<file path="config.mk">
export PLATFORM = sky130hd
export DESIGN_NAME = prt_vtb_tg_flat
export DESIGN_NICKNAME = d
export VERILOG_FILES = /design/src/rtl/prt_vtb_pkg.sv /design/src/rtl/prt_vtb_tg_if.sv /design/src/rtl/prt_vtb_tg_cfg.sv /design/src/rtl/prt_vtb_tg.sv /design/src/flat_wrapper.sv
export SDC_FILE = /design/constraint.sdc
export NUM_CORES = 1
export LEC_CHECK = 0
export CORE_AREA = 3 3 167 169
export CTS_CLUSTER_DIAMETER = 40
export DETAILED_ROUTE_END_ITERATION = 8
export DIE_AREA = 0 0 170 172
export GPL_ROUTABILITY_DRIVEN = 0
export PLACE_DENSITY = 0.81
export SYNTH_ARGS = -nofsm -noshare
export SYNTH_HDL_FRONTEND = slang
export SYNTH_SLANG_ARGS = --single-unit
</file>
<file path="constraint.sdc">
create_clock -name CLK_IN -period 3.82 [get_ports CLK_IN]
set_clock_uncertainty 0.15 [all_clocks]
set_input_delay 0.764 -clock CLK_IN [delete_from_list [all_inputs] [get_ports CLK_IN]]
set_output_delay 0.764 -clock CLK_IN [all_outputs]
set_load 0.005 [all_outputs]
</file>
<file path="src/rtl/prt_vtb_pkg.sv">
// Shared types for the VTB timing generator: FSM states, timing set, widths.
package prt_vtb_pkg;

    localparam int P_CNT_W_DEF = 16;

    typedef logic [P_CNT_W_DEF-1:0] cnt_t;

    typedef enum logic [1:0] {
        ST_IDLE,
        ST_CHECK,
        ST_RUN
    } state_t;

    typedef struct packed {
        cnt_t htotal;
        cnt_t hstart;
        cnt_t hwidth;
        cnt_t hsw;
        cnt_t vtotal;
        cnt_t vstart;
        cnt_t vheight;
        cnt_t vsw;
    } tcfg_t;

endpackage

</file>
<file path="src/rtl/prt_vtb_tg_if.sv">
// Config / video / status bundle of the timing generator.
interface prt_vtb_tg_if
    import prt_vtb_pkg::*;
#(
    parameter int P_CNT_W = P_CNT_W_DEF
);
    logic               CFG_RUN_IN;
    logic [P_CNT_W-1:0] CFG_HTOTAL_IN;
    logic [P_CNT_W-1:0] CFG_HSTART_IN;
    logic [P_CNT_W-1:0] CFG_HWIDTH_IN;
    logic [P_CNT_W-1:0] CFG_HSW_IN;
    logic [P_CNT_W-1:0] CFG_VTOTAL_IN;
    logic [P_CNT_W-1:0] CFG_VSTART_IN;
    logic [P_CNT_W-1:0] CFG_VHEIGHT_IN;
    logic [P_CNT_W-1:0] CFG_VSW_IN;
    logic               VID_SOF_OUT;
    logic               VID_EOL_OUT;
    logic               VID_VLD_OUT;
    logic               VID_HS_OUT;
    logic               VID_VS_OUT;
    logic               STA_RUN_OUT;
    logic               STA_ERR_OUT;
    logic [P_CNT_W-1:0] STA_FRM_OUT;

    modport master (
        output CFG_RUN_IN, CFG_HTOTAL_IN, CFG_HSTART_IN, CFG_HWIDTH_IN, CFG_HSW_IN,
               CFG_VTOTAL_IN, CFG_VSTART_IN, CFG_VHEIGHT_IN, CFG_VSW_IN,
        input  VID_SOF_OUT, VID_EOL_OUT, VID_VLD_OUT, VID_HS_OUT, VID_VS_OUT,
               STA_RUN_OUT, STA_ERR_OUT, STA_FRM_OUT
    );

    modport slave (
        input  CFG_RUN_IN, CFG_HTOTAL_IN, CFG_HSTART_IN, CFG_HWIDTH_IN, CFG_HSW_IN,
               CFG_VTOTAL_IN, CFG_VSTART_IN, CFG_VHEIGHT_IN, CFG_VSW_IN,
        output VID_SOF_OUT, VID_EOL_OUT, VID_VLD_OUT, VID_HS_OUT, VID_VS_OUT,
               STA_RUN_OUT, STA_ERR_OUT, STA_FRM_OUT
    );

endinterface

</file>
<file path="src/rtl/prt_vtb_tg_cfg.sv">
// Shadow copy of the timing set, frozen for a whole frame, plus legality check.
module prt_vtb_tg_cfg
    import prt_vtb_pkg::*;
#(
    parameter int P_PPC = 2
) (
    input  logic  clk_i,
    input  logic  rst_n_i,
    input  logic  latch_i,
    input  tcfg_t cfg_i,
    output tcfg_t cfg_o,
    output logic  ok_o
);
    localparam cnt_t PPC = cnt_t'(P_PPC);

    tcfg_t                shd_q;
    logic [P_CNT_W_DEF:0] hend;
    logic [P_CNT_W_DEF:0] vend;

    // Capture the live config only when the FSM asks for it.
    always_ff @(posedge clk_i) begin
        if (!rst_n_i) begin
            shd_q <= '0;
        end else if (latch_i) begin
            shd_q <= cfg_i;
        end
    end

    // Legality of the shadow set; sums carry one extra bit so they cannot wrap.
    always_comb begin
        hend = {1'b0, shd_q.hstart} + {1'b0, shd_q.hwidth};
        vend = {1'b0, shd_q.vstart} + {1'b0, shd_q.vheight};
        ok_o = (shd_q.hwidth != '0) && (shd_q.vheight != '0)
            && (hend <= {1'b0, shd_q.htotal}) && (vend <= {1'b0, shd_q.vtotal})
            && (shd_q.hsw <= shd_q.htotal) && (shd_q.vsw <= shd_q.vtotal)
            && ((shd_q.htotal % PPC) == '0) && ((shd_q.hstart % PPC) == '0)
            && ((shd_q.hwidth % PPC) == '0) && ((shd_q.hsw % PPC) == '0);
    end

    assign cfg_o = shd_q;

endmodule

</file>
<file path="src/rtl/prt_vtb_tg.sv">
// VTB timing generator: frame FSM, h/v counters and registered sync/active decode.
module prt_vtb_tg
    import prt_vtb_pkg::*;
#(
    parameter int P_PPC   = 2,
    parameter int P_CNT_W = P_CNT_W_DEF
) (
    input  logic        CLK_IN,
    input  logic        RST_IN,
    prt_vtb_tg_if.slave bus
);
    localparam logic [P_CNT_W-1:0] PPC = P_CNT_W'(P_PPC);

    state_t             st_q;
    logic [P_CNT_W-1:0] h_q, v_q, frm_q;
    logic               sof_q, eol_q, vld_q, hs_q, vs_q, err_q;

    tcfg_t              cfg_in, cfg;
    logic               cfg_ok, latch;
    logic               run, hact, vact, h_last, v_last;
    logic               sof_d, eol_d, vld_d, hs_d, vs_d;
    logic [P_CNT_W:0]   hend, vend;

    assign cfg_in = '{htotal:  bus.CFG_HTOTAL_IN,  hstart: bus.CFG_HSTART_IN,
                      hwidth:  bus.CFG_HWIDTH_IN,  hsw:    bus.CFG_HSW_IN,
                      vtotal:  bus.CFG_VTOTAL_IN,  vstart: bus.CFG_VSTART_IN,
                      vheight: bus.CFG_VHEIGHT_IN, vsw:    bus.CFG_VSW_IN};

    assign latch = (st_q == ST_IDLE) && bus.CFG_RUN_IN;

    prt_vtb_tg_cfg #(.P_PPC(P_PPC)) u_cfg (
        .clk_i   (CLK_IN),
        .rst_n_i (RST_IN),
        .latch_i (latch),
        .cfg_i   (cfg_in),
        .cfg_o   (cfg),
        .ok_o    (cfg_ok)
    );

    // Decode of the current beat; forced low outside RUN so boundary cycles stay quiet.
    always_comb begin
        run    = (st_q == ST_RUN);
        hend   = {1'b0, cfg.hstart} + {1'b0, cfg.hwidth};
        vend   = {1'b0, cfg.vstart} + {1'b0, cfg.vheight};
        hact   = (h_q >= cfg.hstart) && ({1'b0, h_q} < hend);
        vact   = (v_q >= cfg.vstart) && ({1'b0, v_q} < vend);
        vld_d  = run && hact && vact;
        eol_d  = run && vact && ({1'b0, h_q} == hend - (P_CNT_W+1)'(P_PPC));
        sof_d  = run && (v_q == cfg.vstart) && (h_q == cfg.hstart);
        hs_d   = run && (h_q < cfg.hsw);
        vs_d   = run && (v_q < cfg.vsw);
        h_last = (h_q == cfg.htotal - PPC);
        v_last = (v_q == cfg.vtotal - P_CNT_W'(1));
    end

    // Frame FSM, counters and registered outputs.
    always_ff @(posedge CLK_IN) begin
        if (!RST_IN) begin
            st_q  <= ST_IDLE;
            h_q   <= '0;
            v_q   <= '0;
            frm_q <= '0;
            err_q <= 1'b0;
            sof_q <= 1'b0;
            eol_q <= 1'b0;
            vld_q <= 1'b0;
            hs_q  <= 1'b0;
            vs_q  <= 1'b0;
        end else begin
            sof_q <= sof_d;
            eol_q <= eol_d;
            vld_q <= vld_d;
            hs_q  <= hs_d;
            vs_q  <= vs_d;
            case (st_q)
                ST_IDLE: begin
                    if (bus.CFG_RUN_IN) begin
                        st_q <= ST_CHECK;
                    end
                end
                ST_CHECK: begin
                    h_q <= '0;
                    v_q <= '0;
                    if (cfg_ok) begin
                        err_q <= 1'b0;
                        st_q  <= ST_RUN;
                    end else begin
                        err_q <= 1'b1;
                        st_q  <= ST_IDLE;
                    end
                end
                ST_RUN: begin
                    if (h_last) begin
                        h_q <= '0;
                        if (v_last) begin
                            // End of frame: the IDLE pass doubles as the re-latch cycle.
                            v_q   <= '0;
                            frm_q <= frm_q + P_CNT_W'(1);
                            st_q  <= ST_IDLE;
                        end else begin
                            v_q <= v_q + P_CNT_W'(1);
                        end
                    end else begin
                        h_q <= h_q + PPC;
                    end
                end
                default: st_q <= ST_IDLE;
            endcase
        end
    end

    assign bus.VID_SOF_OUT = sof_q;
    assign bus.VID_EOL_OUT = eol_q;
    assign bus.VID_VLD_OUT = vld_q;
    assign bus.VID_HS_OUT  = hs_q;
    assign bus.VID_VS_OUT  = vs_q;
    assign bus.STA_RUN_OUT = (st_q == ST_RUN);
    assign bus.STA_ERR_OUT = err_q;
    assign bus.STA_FRM_OUT = frm_q;

endmodule
</file>
<file path="src/flat_wrapper.sv">
// flat-port wrapper written by rule: the top's interface ports become plain ports
module prt_vtb_tg_flat import prt_vtb_pkg::*;
#(
    parameter int P_PPC   = 2,
    parameter int P_CNT_W = P_CNT_W_DEF
)
  (CLK_IN, RST_IN, bus_CFG_RUN_IN, bus_CFG_HTOTAL_IN, bus_CFG_HSTART_IN, bus_CFG_HWIDTH_IN, bus_CFG_HSW_IN, bus_CFG_VTOTAL_IN, bus_CFG_VSTART_IN, bus_CFG_VHEIGHT_IN, bus_CFG_VSW_IN, bus_VID_SOF_OUT, bus_VID_EOL_OUT, bus_VID_VLD_OUT, bus_VID_HS_OUT, bus_VID_VS_OUT, bus_STA_RUN_OUT, bus_STA_ERR_OUT, bus_STA_FRM_OUT);
  prt_vtb_tg_if #(.P_CNT_W(P_CNT_W)) bus_i ();
  input  logic CLK_IN;
  input  logic RST_IN;
  input wire logic [$bits(bus_i.CFG_RUN_IN)-1:0] bus_CFG_RUN_IN;
  input wire logic [$bits(bus_i.CFG_HTOTAL_IN)-1:0] bus_CFG_HTOTAL_IN;
  input wire logic [$bits(bus_i.CFG_HSTART_IN)-1:0] bus_CFG_HSTART_IN;
  input wire logic [$bits(bus_i.CFG_HWIDTH_IN)-1:0] bus_CFG_HWIDTH_IN;
  input wire logic [$bits(bus_i.CFG_HSW_IN)-1:0] bus_CFG_HSW_IN;
  input wire logic [$bits(bus_i.CFG_VTOTAL_IN)-1:0] bus_CFG_VTOTAL_IN;
  input wire logic [$bits(bus_i.CFG_VSTART_IN)-1:0] bus_CFG_VSTART_IN;
  input wire logic [$bits(bus_i.CFG_VHEIGHT_IN)-1:0] bus_CFG_VHEIGHT_IN;
  input wire logic [$bits(bus_i.CFG_VSW_IN)-1:0] bus_CFG_VSW_IN;
  output wire logic [$bits(bus_i.VID_SOF_OUT)-1:0] bus_VID_SOF_OUT;
  output wire logic [$bits(bus_i.VID_EOL_OUT)-1:0] bus_VID_EOL_OUT;
  output wire logic [$bits(bus_i.VID_VLD_OUT)-1:0] bus_VID_VLD_OUT;
  output wire logic [$bits(bus_i.VID_HS_OUT)-1:0] bus_VID_HS_OUT;
  output wire logic [$bits(bus_i.VID_VS_OUT)-1:0] bus_VID_VS_OUT;
  output wire logic [$bits(bus_i.STA_RUN_OUT)-1:0] bus_STA_RUN_OUT;
  output wire logic [$bits(bus_i.STA_ERR_OUT)-1:0] bus_STA_ERR_OUT;
  output wire logic [$bits(bus_i.STA_FRM_OUT)-1:0] bus_STA_FRM_OUT;
  assign bus_i.CFG_RUN_IN = bus_CFG_RUN_IN;
  assign bus_i.CFG_HTOTAL_IN = bus_CFG_HTOTAL_IN;
  assign bus_i.CFG_HSTART_IN = bus_CFG_HSTART_IN;
  assign bus_i.CFG_HWIDTH_IN = bus_CFG_HWIDTH_IN;
  assign bus_i.CFG_HSW_IN = bus_CFG_HSW_IN;
  assign bus_i.CFG_VTOTAL_IN = bus_CFG_VTOTAL_IN;
  assign bus_i.CFG_VSTART_IN = bus_CFG_VSTART_IN;
  assign bus_i.CFG_VHEIGHT_IN = bus_CFG_VHEIGHT_IN;
  assign bus_i.CFG_VSW_IN = bus_CFG_VSW_IN;
  assign bus_VID_SOF_OUT = bus_i.VID_SOF_OUT;
  assign bus_VID_EOL_OUT = bus_i.VID_EOL_OUT;
  assign bus_VID_VLD_OUT = bus_i.VID_VLD_OUT;
  assign bus_VID_HS_OUT = bus_i.VID_HS_OUT;
  assign bus_VID_VS_OUT = bus_i.VID_VS_OUT;
  assign bus_STA_RUN_OUT = bus_i.STA_RUN_OUT;
  assign bus_STA_ERR_OUT = bus_i.STA_ERR_OUT;
  assign bus_STA_FRM_OUT = bus_i.STA_FRM_OUT;
  prt_vtb_tg #(.P_PPC(P_PPC), .P_CNT_W(P_CNT_W)) u_core (.CLK_IN(CLK_IN), .RST_IN(RST_IN), .bus(bus_i));
endmodule
</file>
==> impl_metrics.tcl, run 1 <==
set metrics [dict create \
    pre_cts_ws_ns -0.6379 \
    reg2reg_to "u_core.bus.VID_EOL_OUT" \
    ys_seq_area_share_pct 26.12 \
    layout_setup_ws_ns -0.5280 \
    cts_root_buffer "clkbuf_16" \
    min-delay-start "u_core.bus.STA_FRM_OUT[12]" \
    maxSlewHeadroom_pct 40.89 \
    async_flop_share_pct 0 \
    syn2layout_area_growth_pct 26.72 \
    grt_antenna_before_repair 0 \
    reg2reg_slack_ns -0.53 \
    dp_cells 2334 \
    dp_hpwl_mm 32.23 \
    final_cell_area_um2 17770 \
    ant_nets 0 \
    irDropWorstVdd_v 0.0003243 \
    ys_ff_latch 183 \
    holdPathEnd "u_core.bus.STA_FRM_OUT[12]" \
    cts_buffers 17 \
    met2_usage_pct 47.03 \
    grt_setup_unrepaired "true" \
    reg2reg_depth 22 \
    grt_pass1_vias 13960 \
    n_antenna_cell 0 \
    drive_gt1_share_pct 12.29 \
    post_dp_cell_area_um2 16610 \
    r2r-start "u_core.u_cfg.cfg_o[17]" \
    ys_types 78 \
    maxCapViolations 0 \
    avgSynthCellArea_um2 7.800 \
    final_nets 2366 \
    synth-edff-count 0 \
    holdPathStages 2 \
    crit_required_ns 4.03 \
    wl_per_cell_um 18.86 \
    coreArea_um2 26730 \
    cp-start-kind "flip-flop" \
    num_rows 60 \
    synthesis.nets 2127 \
    grt-ovfl-total 0 \
    setup_viol 4 \
    period_share_pct 113.8 \
    fmax_mhz 230.0 \
    globalRouteMet3Util_pct 4.618 \
    violations "negative setup slack" \
    io_pins 154 \
    die_h_um 172 \
    critical_path_class "reg2reg" \
    instances_no_fill 2391 \
    status "finished, violations left" \
    slew_viol_final 0 \
    port_buffers 153 \
    synth_area_um2 14020 \
    layout_commonest_cell "nand2_1" \
    cts.htree.levels 4 \
    grtUsageTotal_pct 29.06 \
    clock_latency_ns 0.45 \
    top_usage_layer "met2" \
    critPathMaxFanout 3 \
    start_util_pct 52.48 \
    worst-endpoint-arrival_ns 4.55 \
    cts_tree "built" \
    endpoint_kind "flip-flop" \
    grt_pass1_wl_mm 69.01 \
    tns_ns -1.562 \
    hold_path_class "reg2reg" \
    grt_max_degree 66 \
    ys_warn_count 0 \
    final_cell_mix "325 x nand2_1, 187 x ha_1, 179 x dfxtp_1" \
    power.density_nw_per_um2 334.5 \
    via_count 14410 \
    syn_inst 1798 \
    p_total_mw 5.945 \
    gr-usage-met1_pct 37.84 \
    wirelength_mm 45.10 \
    synth_ff_type "dfxtp_1" \
    drc 0 \
    die_w_um 170 \
    nFillCells 2109 \
    worst_pin_slew_ns 0.8785 \
    clock_sinks 183 \
    cts_hold_buf 0 \
    vias_per_cell 6.026 \
    dieArea_um2 29240 \
    hold_viol 0 \
    fin_crit_ns 4.348 \
    static-leakage-power_nw 7.455 \
    dr.pass1.iters 6 \
    cts_buffer_depth 2 \
    dr.first_iter.drc_count 1495 \
    cts.clk_slew.worst_paths_ns 0.08 \
]
==> cells in the mapped netlist (10+ instances only) <==
library cell / number / share of area, %
nand4_1: 40 / 1.8
o21bai_1: 10 / 0.54
o21a_1: 23 / 1.2
xnor2_1: 72 / 4.5
nand2_1: 326 / 8.7
nor4_1: 21 / 0.94
nor3_1: 38 / 1.4
and3_1: 13 / 0.58
a21oi_1: 62 / 2.2
dfxtp_1: 183 / 26
a31oi_1: 14 / 0.62
ha_1: 196 / 17
a21boi_0: 134 / 7.2
o211ai_1: 14 / 0.75
nand3_1: 35 / 1.2
nand3b_1: 11 / 0.59
a21o_1: 32 / 1.7
clkbuf_1: 64 / 1.7
o21ai_0: 57 / 2.0
inv_1: 148 / 4.0
a211oi_1: 15 / 0.80
nor2_1: 93 / 2.5
nor2b_1: 16 / 0.71
xor2_1: 40 / 2.5
nand2b_1: 16 / 0.71
==> logic make-up (layout without fill, tap and decap cells) <==
family	Yosys count	count (layout)	share of synthesized area, %
AOI/OAI and AO/OA	415	415	20.36
xor gates and xnor gates	112	112	6.994
adders and majority gates	198	198	17.77
buffers and inverters	222	474	6.102
DFF	183	183	26.12
muxes	9	9	0.6513
and+or+nand+nor	659	659	22.00
==> sequential cells by signal, summed over array words and instances, names as in the netlist <==
| name | flops |
|---|---|
| u_core.bus.STA_ERR_OUT | 1 |
| u_core.bus.VID_EOL_OUT | 1 |
| u_core.v_q | 16 |
| u_core.bus.STA_FRM_OUT | 16 |
| u_core.bus.VID_SOF_OUT | 1 |
| u_core.u_cfg.cfg_o | 128 |
| u_core.h_q | 15 |
| u_core.bus.VID_VS_OUT | 1 |
| u_core.bus.VID_HS_OUT | 1 |
| u_core.bus.VID_VLD_OUT | 1 |
| u_core.st_q | 2 |
==> metrics by stage <==
stage	hold WS, ns	util [%]
2_1_floorplan	0.3065	-
3_3_place_gp	0.2995	62.14
3_5_place_dp	0.3207	62.14
4_1_cts	0.3337	65.54
5_1_grt	0.3553	66.50
6_report	0.3282	66.50
==> timing repair <==
action	4_1_cts	5_1_grt
setup buffers	22	5
cloned	0	0
gates resized for setup	31	45
pin swaps	15	34
endpoints found under the setup margin	4	23
==> power breakdown <==
part	switching, mW	internal, mW	total (mW)
sequential	0.117	2.00	2.12
combinational	1.03	0.898	1.93
clock	0.855	1.04	1.90
total	2.00	3.94	5.94
==> critical path, cell delays in order, from the launching register on <==
cell and delay [ns]:
dfxtp_4 0.36, ha_4 0.26, a21o_1 0.12, a21oi_2 0.06, o21bai_1 0.18, a21oi_2 0.09, o21bai_1 0.18, a41o_1 0.25
nor2_2 0.07, o21ai_1 0.18, xor2_1 0.21, inv_1 0.11, ha_4 0.23, a21o_1 0.19, a21oi_2 0.14, nor2b_1 0.06
o21ai_1 0.12, nand2b_1 0.09, a221oi_2 0.31, inv_1 0.14, a2111oi_4 0.36, nand4_1 0.15, a2111oi_2 0.21
==> worst max path at each step <==
stage,start,endpoint,cells after the start
CTS,u_core.u_cfg.cfg_o[16],u_core.bus.VID_EOL_OUT,22
finish,u_core.u_cfg.cfg_o[17],u_core.bus.VID_EOL_OUT,22
global route,u_core.u_cfg.cfg_o[17],u_core.bus.VID_EOL_OUT,22
detailed placement,u_core.u_cfg.cfg_o[16],u_core.st_q[1],21
floorplan,u_core.u_cfg.cfg_o[17],u_core.bus.VID_EOL_OUT,22
global placement,u_core.u_cfg.cfg_o[16],u_core.st_q[1],21
==> routing by layer <==
metal,up-vias,wire length (um)
li1,6729,-
met1,6711,18750
met2,742,19930
met3,227,3938
met4,0,2489
met5,-,0
==> area by class of cell <==
| cell class | count | area (um2) | area share, % |
|---|---|---|---|
| clock buffer | 20 | 436.7 | 2.457 |
| multi-input combinational | 1393 | 9886 | 55.63 |
| clock inverter | 12 | 166.4 | 0.9364 |
| sequential | 183 | 3674 | 20.67 |
| timing repair buffer | 294 | 2628 | 14.78 |
| tap | 341 | 426.7 | 2.401 |
| inverter | 148 | 555.5 | 3.126 |
(Power assumes the default switching activity.)
==> run 2, diff against run 1 <==
--- a/config.mk
+++ b/config.mk
@@ -5,12 +5,12 @@
 export SDC_FILE = /design/constraint.sdc
 export NUM_CORES = 1
 export LEC_CHECK = 0
-export CORE_AREA = 3 3 167 169
+export CORE_AREA = 3 3 228 230
 export CTS_CLUSTER_DIAMETER = 40
 export DETAILED_ROUTE_END_ITERATION = 8
-export DIE_AREA = 0 0 170 172
+export DIE_AREA = 0 0 231 233
 export GPL_ROUTABILITY_DRIVEN = 0
-export PLACE_DENSITY = 0.81
+export PLACE_DENSITY = 0.5
 export SYNTH_ARGS = -nofsm -noshare
 export SYNTH_HDL_FRONTEND = slang
 export SYNTH_SLANG_ARGS = --single-unit
==> run 2 against run 1 <==
  * The flow still finishes with violations (negative setup slack)
  * Combinational power decreased by 5%
  * Sequential cell count unchanged
  * Cell count increased by 14%
  * Total power decreased by 4.6%
  * Register-to-register slack improved by 0.24 ns
  * Setup slack improved by 0.24 ns
  * Cell area increased by 1.2%
  * Hold slack got worse by 0.010 ns
  * Largest power group unchanged
  * Highest routed layer is now met5
==> impl_metrics.tcl, run 2 (synthesized netlist as in run 1, its figures left out) <==
set metrics [dict create \
    power.density_nw_per_um2 315.5 \
    worst-endpoint-arrival_ns 4.36 \
    clkPwrFrac_pct 30.2 \
    maxCapViolations 0 \
    largest_reg_flops 128 \
    cts_buffer_depth 2 \
    setup_viol 4 \
    pwr-share-seq_pct 37.3 \
    cp-start-kind "flip-flop" \
    vias_per_cell 4.825 \
    coreArea_um2 50070 \
    final_util_pct 35.92 \
    grt_setup_unrepaired "true" \
    period_share_pct 107.5 \
    final_nets 2363 \
    die_w_um 231 \
    irDropWorstVdd_v 0.0003319 \
    slew_viol_final 0 \
    wirelength_mm 43.93 \
    grt_antenna_before_repair 2 \
    grt-ovfl-total 0 \
    pwr-share-comb_pct 32.5 \
    grt_max_degree 102 \
    static-leakage-power_nw 7.391 \
    drive_gt1_share_pct 11.87 \
    die_h_um 233 \
    status "finished, violations left" \
    clock_sinks 183 \
    syn2layout_area_growth_pct 28.24 \
    switchingPower_mw 1.921 \
    hold_viol 0 \
    ant_nets 0 \
    fmax_mhz 243.4 \
    netSwitchingFraction_pct 33.87 \
    drc 0 \
    critPathMaxFanout 3 \
    grtUsageTotal_pct 16.46 \
    violations "negative setup slack" \
    worst_pin_slew_ns 1.021 \
    cts_buffers 17 \
    cts_root_buffer "clkbuf_16" \
    via_count 13120 \
    reg2reg_slack_ns -0.29 \
    p_int_mw 3.752 \
    cts.clk_slew.worst_paths_ns 0.08 \
    dr.first_iter.drc_count 619 \
    dp_hpwl_mm 35.34 \
    maxSlewHeadroom_pct 31.90 \
    final_cell_mix "325 x nand2_1, 189 x ha_1, 178 x dfxtp_1" \
    cts.htree.levels 4 \
    endpoint_kind "flip-flop" \
    layout_setup_ws_ns -0.2881 \
    grt_pass1_vias 12760 \
    hold_path_class "reg2reg" \
    dr.pass1.iters 4 \
    port_buffers 153 \
    crit_required_ns 4.07 \
    grt_pass1_wl_mm 69.33 \
    critical_path_class "reg2reg" \
    cts_tree "built" \
    start_util_pct 28.01 \
    clock_latency_ns 0.49 \
    layout_commonest_cell "nand2_1" \
    io_pins 154 \
    pre_cts_ws_ns -0.5638 \
    num_rows 82 \
    n_antenna_cell 0 \
    fin_crit_ns 4.108 \
    wl_per_cell_um 16.16 \
    dieArea_um2 53820 \
]
-- run 2: cell types whose count changed in the layout (fill, tap and decap cells not counted), moves of 3 or more --
cell	change
a211oi_1	+4
a211oi_2	-4
bufinv_16	-3
clkbuf_1	-3
clkinv_2	+3
dfxtp_2	+3
-- run 2: through the flow --
stage	cell area, um2	power [mW]	hold slack, ns	cells	TNS (ns)
after floorplan	14050	3.247	0.3065	1798	-0.001551
after global placement	17110	3.891	0.3004	2676	-1.848
after detailed placement	17110	3.932	0.3103	2676	-1.977
after CTS	17820	5.729	0.3219	2716	-0.8869
after global routing	17980	6.044	0.3619	2719	-1.365
final	17980	5.674	0.3181	2719	-0.6390
-- run 2: worst max-delay path, cell delays in order (launching register included) --
cell,delay [ns]
dfxtp_2,0.35
ha_4,0.26
a21o_1,0.12
a21oi_2,0.07
o21bai_1,0.15
a21oi_2,0.08
o21bai_1,0.19
a41o_1,0.23
nor2_2,0.06
o21ai_2,0.17
xor2_2,0.20
inv_2,0.07
ha_4,0.22
a21o_1,0.18
a21oi_2,0.12
nor2b_1,0.06
o21ai_1,0.12
nand2b_1,0.08
a221oi_2,0.28
inv_1,0.13
buf_4,0.15
buf_4,0.12
a211o_1,0.26
a311oi_2,0.19
-- run 2: what timing repair did --
action / 4_1_cts / 5_1_grt
endpoints found under the setup margin: 4 / 10
hold buffers: 0 / 0
pin swaps: 20 / 22
gates resized for setup: 25 / 32
buffers inserted: 8 / 3
-- run 2: path summary, 6_finish.rpt --
kind	start	endpoint	cells after the start
max	u_core.u_cfg.cfg_o[33]	u_core.bus.VID_VLD_OUT	23
min	u_core.bus.STA_FRM_OUT[12]	u_core.bus.STA_FRM_OUT[12]	2
max reg2reg	u_core.u_cfg.cfg_o[33]	u_core.bus.VID_VLD_OUT	23
min reg2reg	u_core.bus.STA_FRM_OUT[12]	u_core.bus.STA_FRM_OUT[12]	2
-- run 2: routing by layer --
metal,routed length (um),part of all wire (%),up-vias,GRT usage (%)
li1,-,-,6743,-
met1,22440,51,6133,22.82
met2,18870,43,196,25.49
met3,1732,3.9,42,3.514
met4,866,2.0,4,5.171
met5,27,0.061,-,0
-- run 2: layout make-up --
| cell class | instances | area (um2) |
|---|---|---|
| Sequential cell | 183 | 3670 |
| Inverter | 148 | 555.5 |
| Multi-Input combinational cell | 1393 | 9769 |
| Clock buffer | 19 | 452.9 |
| Fill cell | 5308 | 32080 |
| Tap cell | 672 | 840.8 |
| Timing Repair Buffer | 291 | 2601 |
| Clock inverter | 13 | 95.09 |
-- run 2: power by group through the flow --
stage | Clock, mW | Sequential, mW | Combinational [mW]
floorplan | 0 | 2.11 | 1.13
global placement | 0 | 2.16 | 1.74
detailed placement | 0 | 2.16 | 1.77
CTS | 1.80 | 2.12 | 1.82
global route | 1.85 | 2.13 | 2.07
finish | 1.72 | 2.12 | 1.84
==> run 3, diff against run 2 <==
--- a/config.mk
+++ b/config.mk
@@ -11,6 +11,7 @@
 export DIE_AREA = 0 0 231 233
 export GPL_ROUTABILITY_DRIVEN = 0
 export PLACE_DENSITY = 0.5
+export SETUP_SLACK_MARGIN = 0.1
 export SYNTH_ARGS = -nofsm -noshare
 export SYNTH_HDL_FRONTEND = slang
 export SYNTH_SLANG_ARGS = --single-unit
==> constraint.sdc (replaced) <==
create_clock -name CLK_IN -period 3.63 [get_ports CLK_IN]
set_clock_uncertainty 0.15 [all_clocks]
set_input_delay 0.726 -clock CLK_IN [delete_from_list [all_inputs] [get_ports CLK_IN]]
set_output_delay 0.726 -clock CLK_IN [all_outputs]
set_load 0.005 [all_outputs]
==> run 3 against run 2 <==
  * The run still ends with negative setup slack left
  * Sequential share of layout area is 0.55 points lower
  * First-iteration DRC count is 8.4% lower
  * Die area stayed put
  * Core utilization is 1.1 points higher
  * Global-route usage is 0.45 points higher
  * Setup slack worse by 0.16 ns
  * Sequential power is 5% higher
  * Hold slack better by 0.011 ns
  * Total power is 8.6% higher
  * Fmax is 0.83% higher
  * Clock power is 11% higher
  * Critical path type unchanged
  * Largest power group unchanged
  * Highest routed layer is now met4
==> impl_metrics.tcl, run 3 (synthesized netlist as in run 1, its figures left out) <==
set metrics [dict create \
    cts.clk_slew.worst_paths_ns 0.08 \
    maxSlewHeadroom_pct 25.53 \
    reg2reg_slack_ns -0.44 \
    reg2reg_depth 21 \
    status "finished, violations left" \
    layout_commonest_cell "nand2_1" \
    dp_cells 2724 \
    crit_required_ns 3.87 \
    drive_gt1_share_pct 14.67 \
    cts_hold_buf 0 \
    holdPathStages 2 \
    die_w_um 231 \
    num_rows 82 \
    fmax_mhz 245.4 \
    cp-start-kind "flip-flop" \
    drc 0 \
    grt_pass1_wl_mm 71.46 \
    clock_sinks 183 \
    cts_buffer_depth 2 \
    start_util_pct 28.01 \
    layout_setup_ws_ns -0.4444 \
    dr.pass1.iters 4 \
    worst-endpoint-arrival_ns 4.32 \
    grt_max_degree 98 \
    power.density_nw_per_um2 332.9 \
    final_cell_area_um2 18520 \
    holdPathEnd "u_core.bus.STA_FRM_OUT[12]" \
    critPathMaxFanout 2 \
    critical_path_class "reg2reg" \
    slew_viol_final 0 \
    dp_hpwl_mm 35.95 \
    period_share_pct 112.2 \
    final_cell_mix "325 x nand2_1, 189 x ha_1, 187 x buf_4" \
    via_count 13250 \
    hold_path_class "reg2reg" \
    r2r-start "u_core.u_cfg.cfg_o[17]" \
    switchingPower_mw 2.090 \
    grt-ovfl-total 0 \
    cts_buffers 17 \
    pre_cts_ws_ns -0.5614 \
    pwr-share-seq_pct 36.0 \
    cts.htree.levels 4 \
    n_antenna_cell 0 \
    post_dp_cell_area_um2 17500 \
    wirelength_mm 44.32 \
    largest_reg_flops 128 \
    static-leakage-power_nw 7.703 \
    clock_latency_ns 0.50 \
    instances_no_fill 2771 \
    vias_per_cell 4.781 \
    endpoint_kind "flip-flop" \
    reg2reg_to "u_core.bus.VID_EOL_OUT" \
    grtUsageTotal_pct 16.91 \
    final_nets 2415 \
    syn2layout_area_growth_pct 32.04 \
    port_buffers 153 \
    wl_per_cell_um 15.99 \
    p_int_mw 4.074 \
    pwr-share-comb_pct 33.0 \
    grt_setup_unrepaired "true" \
    io_pins 154 \
    netSwitchingFraction_pct 33.91 \
    p_total_mw 6.164 \
    grt_pass1_vias 13370 \
    worst_pin_slew_ns 1.117 \
    irDropWorstVdd_v 0.0003940 \
    die_h_um 233 \
    clkPwrFrac_pct 31.0 \
    grt_antenna_before_repair 0 \
    whs_ns 0.3293 \
    dr.first_iter.drc_count 567 \
    hold_viol 0 \
    cts_root_buffer "clkbuf_16" \
    ant_nets 0 \
    maxCapViolations 0 \
    dieArea_um2 53820 \
    setup_viol 4 \
    violations "negative setup slack" \
    fin_crit_ns 4.074 \
    cts_tree "built" \
    min-delay-start "u_core.bus.STA_FRM_OUT[12]" \
    coreArea_um2 50070 \
]
run 3: changes by cell type in the layout (fill, tap and decap cells not counted), sizes merged:
cell / delta
inv: +2
clkinvlp: -1
clkinv: -1
clkbuf: -1
buf: +52
bufinv: +1
run 3: routing by layer:
| layer | up-vias | GRT usage, % | wire [um] | share of wire [%] |
|---|---|---|---|---|
| met5 | - | 0 | 0 | 0 |
| met4 | 0 | 5.346 | 882 | 2.0 |
| met3 | 47 | 3.318 | 1585 | 3.6 |
| met2 | 222 | 25.96 | 18840 | 43 |
| met1 | 6145 | 23.78 | 23000 | 52 |
| li1 | 6835 | - | - | - |
run 3: metrics by stage:
step | util, % | TNS, ns
floorplan | - | -0.1888
global placement | 34.96 | -1.684
detailed placement | 34.96 | -2.001
CTS | 36.51 | -1.523
global route | 36.99 | -2.539
finish | 36.99 | -1.318
run 3: how the worst max path moves through the flow:
stage / startpoint / to / slack [ns] / cells after the start
floorplan: u_core.u_cfg.cfg_o[17] / u_core.bus.VID_EOL_OUT / -0.19 / 22
global placement: u_core.u_cfg.cfg_o[17] / u_core.bus.VID_EOL_OUT / -0.49 / 22
detailed placement: u_core.u_cfg.cfg_o[17] / u_core.bus.VID_EOL_OUT / -0.56 / 22
CTS: u_core.u_cfg.cfg_o[17] / u_core.bus.VID_EOL_OUT / -0.50 / 22
global route: u_core.u_cfg.cfg_o[17] / u_core.bus.VID_EOL_OUT / -0.78 / 22
finish: u_core.u_cfg.cfg_o[17] / u_core.bus.VID_EOL_OUT / -0.44 / 21
run 3: power groups by stage:
stage	logic, mW	registers, mW	clock network, mW
after floorplan	1.19	2.23	0
after global placement	1.90	2.26	0
after detailed placement	1.95	2.27	0
after CTS	1.99	2.22	1.99
after global routing	2.29	2.24	2.05
final	2.03	2.22	1.91
run 3: what timing repair did:
item / 4_1_cts / 5_1_grt
gates resized for setup: 22 / 43
hold endpoints to repair: 0 / 0
pin swaps: 22 / 23
setup endpoints to repair: 26 / 30
buffers inserted: 10 / 6
run 3: final cells by class:
type | instances | area, um2
tap | 672 | 840.8
clock buffer | 18 | 429.2
sequential | 183 | 3676
clock inverter | 14 | 158.9
timing repair buffer | 343 | 2997
multi-input combinational | 1393 | 9861
fill | 5347 | 31550
inverter | 148 | 555.5
run 3: critical path, stage by stage, from the launching register on:
cell and delay, ns:
dfxtp_2 0.34, ha_4 0.25, a21o_1 0.11, a21oi_2 0.05
o21bai_1 0.16, a21oi_2 0.08, o21bai_1 0.18, a41o_1 0.22
nor2_2 0.06, buf_4 0.13, buf_4 0.12, buf_4 0.12
xnor2_1 0.19, inv_1 0.07, ha_1 0.20, a211oi_2 0.28
o211ai_1 0.16, a221oi_2 0.35, inv_2 0.10, a2111oi_4 0.29
nand4_1 0.15, a2111oi_2 0.21
